$ cat config.mk
export PLATFORM = sky130hd
export DESIGN_NAME = riscv_lsu
export DESIGN_NICKNAME = d
export VERILOG_FILES = /design/src/rtl/riscv_lsu.sv
export SDC_FILE = /design/constraint.sdc
export NUM_CORES = 1
export LEC_CHECK = 0
export CAP_MARGIN = 20
export CELL_PAD_IN_SITES_DETAIL_PLACEMENT = 0
export CELL_PAD_IN_SITES_GLOBAL_PLACEMENT = 1
export CORE_UTILIZATION = 27
export DETAILED_ROUTE_END_ITERATION = 6
export PLACE_DENSITY_LB_ADDON = 0.15
export SYNTH_ARGS = -nofsm -noshare
export SYNTH_HDL_FRONTEND = slang
export SYNTH_SLANG_ARGS = --single-unit
$ cat constraint.sdc
create_clock -name clk -period 1.64 [get_ports clk]
set_input_delay 0.328 -clock clk [delete_from_list [all_inputs] [get_ports clk]]
set_output_delay 0.328 -clock clk [all_outputs]
set_load 0.05 [all_outputs]
$ cat src/rtl/riscv_lsu.sv
// RV32I load/store unit: one outstanding access, width/alignment checks,
// lane steering for stores and sign/zero extension for loads.
module riscv_lsu #(
    parameter int unsigned XLEN = 32,
    parameter int unsigned REGN = 32,
    parameter int unsigned REGA = $clog2(REGN)
) (
    input  logic            clk,
    input  logic            rst,
    input  logic            req_valid,
    output logic            req_ready,
    input  logic            req_store,
    input  logic [2:0]      req_funct3,
    input  logic [XLEN-1:0] req_addr,
    input  logic [XLEN-1:0] req_wdata,
    input  logic [REGA-1:0] req_rd,
    output logic            resp_valid,
    output logic            resp_we,
    output logic [REGA-1:0] resp_rd,
    output logic [XLEN-1:0] resp_rdata,
    output logic            resp_fault,
    output logic            bus_req,
    output logic            bus_we,
    output logic [XLEN-1:0] bus_addr,
    output logic [XLEN-1:0] bus_wdata,
    output logic [3:0]      bus_wstrb,
    input  logic            bus_ack,
    input  logic [XLEN-1:0] bus_rdata,
    output logic            stall
);

    typedef enum logic [1:0] {StIdle, StBus, StDone} state_e;

    state_e          r_state;
    logic            r_store;
    logic [2:0]      r_funct3;
    logic [1:0]      r_off;
    logic [REGA-1:0] r_rd;

    logic            w_fault;
    logic [3:0]      w_wstrb;
    logic [XLEN-1:0] w_wdata;
    logic [7:0]      w_byte;
    logic [15:0]     w_half;
    logic [XLEN-1:0] w_load;

    assign req_ready = (r_state == StIdle);
    assign stall     = (req_valid && !req_ready) || (r_state != StIdle);

    always_comb begin
        w_fault = 1'b0;
        case (req_funct3)
            3'd0:    w_fault = 1'b0;
            3'd1:    w_fault = req_addr[0];
            3'd2:    w_fault = |req_addr[1:0];
            3'd4:    w_fault = req_store;
            3'd5:    w_fault = req_store | req_addr[0];
            default: w_fault = 1'b1;
        endcase
    end

    always_comb begin
        w_wstrb = 4'b1111;
        w_wdata = req_wdata;
        case (req_funct3[1:0])
            2'd0: begin
                w_wstrb = 4'b0001 << req_addr[1:0];
                w_wdata = {4{req_wdata[7:0]}};
            end
            2'd1: begin
                w_wstrb = req_addr[1] ? 4'b1100 : 4'b0011;
                w_wdata = {2{req_wdata[15:0]}};
            end
            default: begin
                w_wstrb = 4'b1111;
                w_wdata = req_wdata;
            end
        endcase
    end

    always_comb begin
        w_byte = bus_rdata[7:0];
        case (r_off)
            2'd0:    w_byte = bus_rdata[7:0];
            2'd1:    w_byte = bus_rdata[15:8];
            2'd2:    w_byte = bus_rdata[23:16];
            default: w_byte = bus_rdata[31:24];
        endcase
        w_half = r_off[1] ? bus_rdata[31:16] : bus_rdata[15:0];
        w_load = bus_rdata;
        case (r_funct3)
            3'd0:    w_load = {{(XLEN-8){w_byte[7]}}, w_byte};
            3'd1:    w_load = {{(XLEN-16){w_half[15]}}, w_half};
            3'd4:    w_load = {{(XLEN-8){1'b0}}, w_byte};
            3'd5:    w_load = {{(XLEN-16){1'b0}}, w_half};
            default: w_load = bus_rdata;
        endcase
    end

    always_ff @(posedge clk) begin
        if (rst) begin
            r_state    <= StIdle;
            r_store    <= 1'b0;
            r_funct3   <= 3'd0;
            r_off      <= 2'd0;
            r_rd       <= '0;
            bus_req    <= 1'b0;
            bus_we     <= 1'b0;
            bus_addr   <= '0;
            bus_wdata  <= '0;
            bus_wstrb  <= 4'b0000;
            resp_valid <= 1'b0;
            resp_we    <= 1'b0;
            resp_rd    <= '0;
            resp_rdata <= '0;
            resp_fault <= 1'b0;
        end else begin
            case (r_state)
                StIdle: begin
                    if (req_valid) begin
                        r_store  <= req_store;
                        r_funct3 <= req_funct3;
                        r_off    <= req_addr[1:0];
                        r_rd     <= req_rd;
                        if (w_fault) begin
                            // Faults complete without touching the bus.
                            r_state    <= StDone;
                            resp_valid <= 1'b1;
                            resp_fault <= 1'b1;
                            resp_we    <= 1'b0;
                            resp_rd    <= req_rd;
                            resp_rdata <= '0;
                        end else begin
                            r_state   <= StBus;
                            bus_req   <= 1'b1;
                            bus_we    <= req_store;
                            bus_addr  <= {req_addr[XLEN-1:2], 2'b00};
                            bus_wdata <= w_wdata;
                            bus_wstrb <= req_store ? w_wstrb : 4'b0000;
                        end
                    end
                end
                StBus: begin
                    if (bus_ack) begin
                        r_state    <= StDone;
                        bus_req    <= 1'b0;
                        bus_we     <= 1'b0;
                        bus_wstrb  <= 4'b0000;
                        resp_valid <= 1'b1;
                        resp_fault <= 1'b0;
                        resp_we    <= !r_store;
                        resp_rd    <= r_rd;
                        resp_rdata <= r_store ? '0 : w_load;
                    end
                end
                StDone: begin
                    r_state    <= StIdle;
                    resp_valid <= 1'b0;
                    resp_we    <= 1'b0;
                end
                default: r_state <= StIdle;
            endcase
        end
    end

endmodule

==> metrics.md <==
| Metric | Value |
|---|---|
| Status | `completed` |
| Yosys Warn Count | `0` |
| Vias in the first global route | `5,308` |
| Yosys top cell by area | `dfxtp_1` |
| Dpl ws | `-569.2 ps` |
| Fmax | `609.8 MHz` |
| Chip height | `141.9 µm` |
| Crit path max-delay family | `multiplexers` |
| Post-synth design cell area | `5285 µm²` |
| Pwr Density | `1028 nW/µm²` |
| Final worst-path cycle share | `99.99%` |
| I/O Buffers | `218` |
| Final Setup Violations | `0` |
| Worst ir drop on vdd | `0.7597 mV` |
| Core ar. | `18,960 µm²` |
| Area of the multi-input gates | `2635 µm²` |
| Post-synthesis sequential area ratio | `45.83%` |
| Initial Util | `27.88%` |
| Sequential Area | `2427 µm²` |
| Commonest non-fill, non-tap cell in the layout | `nand2_1` |
| Max stage delay on crit path | `530 ps` |
| Largest net degree at the start of global routing | `70` |
| Die width | `141.9 µm` |
| Finished Cell Area | `8628 µm²` |
| Dominant synthesized flop cell | `dfxtp_1` |
| Initial antenna violation count | `1` |
| Worst path arrival time | `1940 ps` |
| First-pass GRT wire length | `28.47 mm` |
| TritonRoute pass-1 iters | `4` |
| Dpl hpwl | `13.42 mm` |
| Worst Path Max Fanout | `7` |
| Post-Synthesis Cells | `642` |
| H-tree depth reported by CTS | `4` |
| Ys async rst share | `0%` |
| Tot Pwr | `8.868 mW` |
| CTS max path bufs | `2` |
| Worst-path clk slew | `60 ps` |
| Slew Limit Fails | `0` |
| GRT overflow | `0` |
| DRC | `0` |
| Synth-to-layout area growth | `63.26%` |
| RSZ-0062 raised after global routing | `true` |
| FILL cells | `1,912` |
| TritonCTS clock tree | `built` |
| Final Hold Fails | `0` |
| Final Skew | `8.673 ps` |
| Mapped Avg Cell Area | `8.232 µm²` |
| GRT Util Overall | `18.33%` |
| Avg Vias per Cell | `4.627` |
| Hold Path Class | `primary input to flip-flop` |
| Yosys reg bits | `121` |
| GPL Wtd Cong | `0.8164` |
| Fin nets | `1,004` |
| Layout cells sized above 1 | `27.31%` |
| Worst-Skew Late Latency | `410 ps` |
| WL/cell | `15.92 µm` |
| WP data required | `1940 ps` |
| CTS Buf Count | `17` |
| Yosys cell types | `44` |
| # rows | `50` |
| DP Area | `7888 µm²` |
| Critical path buffer and inverter count | `0` |
| Tmin final | `1640 ps` |
| Root Buffer | `clkbuf_16` |
| ANT nets after route | `0` |
| Startpoint Class | `flip-flop` |
| Lkg Pwr | `3.571 nW` |
| Critical Path End Type | `flip-flop` |
| 1st-iter DRT viols | `223` |
| Max-cap viol count | `0` |
| Slowest-stage cell, CP | `mux4_2` |
| Num Clock Sinks | `121` |
| Area contributors post-synth | `dfxtp_1 46%, nand2_1 13%, a21oi_1 8.1%, mux2i_1 4.5%, o21ai_0 2.8%` |
| Top-Level Pins | `221` |
| ANT cells | `0` |
| Commonest non-fill, non-tap cells in the layout | `174 x nand2_1, 160 x buf_4, 119 x dfxtp_1` |
| Final WS setup | `0.1985 ps` |
| Post-synth EDFFs | `0` |
| Die footprint | `20,140 µm²` |
| Via count | `5,404` |
| Yosys top cell area share | `45.83%` |
| CTS Hold Buffers Added | `0` |
| Total Wirelength | `18.59 mm` |
| Critical path class | `flip-flop to flip-flop` |
| Critical-path cell list | `mux4_2 -> nor4b_4 -> nor2_4 -> nand2_1 -> a32o_1` |
[metrics by stage]
stage                     hold WS (ps)  cells  util, %  TNS, ps
after floorplan                  435.7    643        -        0
after global placement           432.1   1130    41.55   -43980
after detailed placement         439.7   1131    41.61   -48830
after CTS                        329.0   1164    45.04        0
after global routing             375.1   1168    45.52   -751.2
final                            345.9   1168    45.52        0
[cells by family after synthesis]
| kind of cell | share of synthesized area [%] |
|---|---|
| buffers and inverters | 5.232 |
| muxes | 6.676 |
| DFF | 45.83 |
| other | 0.07095 |
| and+or+nand+nor | 19.77 |
| AOI/OAI and AO/OA | 22.42 |
[timing repair]
| item | in CTS | in global routing |
|---|---|---|
| pin swaps | 18 | 6 |
| cloned | 1 | 2 |
| endpoints found under the setup margin | 73 | 73 |
| buffers inserted | 0 | 2 |
| gates resized for setup | 8 | 10 |
[metal layers]
| layer | vias to the layer above | share of wire [%] | track usage [%] |
|---|---|---|---|
| li1 | 2710 | - | - |
| met1 | 2496 | 41 | 21.38 |
| met2 | 179 | 50 | 31.66 |
| met3 | 17 | 7.4 | 5.805 |
| met4 | 2 | 1.4 | 6.112 |
| met5 | - | 0.065 | 0 |
[cell type report]
cell class                 instances  area share (%)
inverter                          10          0.4350
clock buffer                      20           5.177
tap                              260           3.770
timing repair buffer             283           30.21
clock inverter                    12           1.740
sequential                       121           28.13
multi-input combinational        462           30.54
[worst paths after layout]
path | startpoint | end | slack, ps | cells past startpoint
hold reg to reg | resp_rdata[6]$_SDFFE_PP0P_ | resp_rdata[6]$_SDFFE_PP0P_ | 450 | 2
setup / recovery | r_off[1]$_SDFFE_PP0P_ | resp_rdata[13]$_SDFFE_PP0P_ | 0.2 | 5
hold / removal | rst | resp_valid$_SDFFE_PP0P_ | 350 | 4
setup reg to reg | r_off[1]$_SDFFE_PP0P_ | resp_rdata[13]$_SDFFE_PP0P_ | 0.2 | 5
[cell usage after synthesis, types with 3 or more instances]
master,n
nand2_1,177
dfxtp_1,121
a21oi_1,86
nor2_1,33
o21ai_0,30
clkbuf_1,25
mux2i_1,24
buf_2,14
nand2b_1,13
inv_1,10
nor3_1,9
a211oi_1,8
a311oi_2,8
mux2_2,8
a32o_1,7
buf_4,7
nand3_1,7
o22ai_1,7
a221oi_1,6
a211oi_2,5
o21ai_1,4
o2bb2ai_1,4
buf_1,3
nor2_4,3
[registers in the layout, indices dropped and copies added (netlist names), 2 cells and up]
register / flops
bus_wdata: 32
resp_rdata: 32
bus_addr: 30
r_rd: 5
resp_rd: 5
bus_wstrb: 4
r_funct3: 3
r_off: 2
r_state: 2
[where the power goes]
part	internal, mW	total [mW]	switching [mW]	leakage [nW]
sequential	3.08	3.16	0.0829	0.985
clock	2.42	3.79	1.37	0.286
combinational	0.807	1.91	1.11	2.30
[tightest hold or removal path: cells and delay by family]
kind | cells | cell delay [ps]
simple gates | 1 | 100
buf+inv | 2 | 230
compound gates | 1 | 50
No activity file was read; power rests on OpenSTA's default activity.
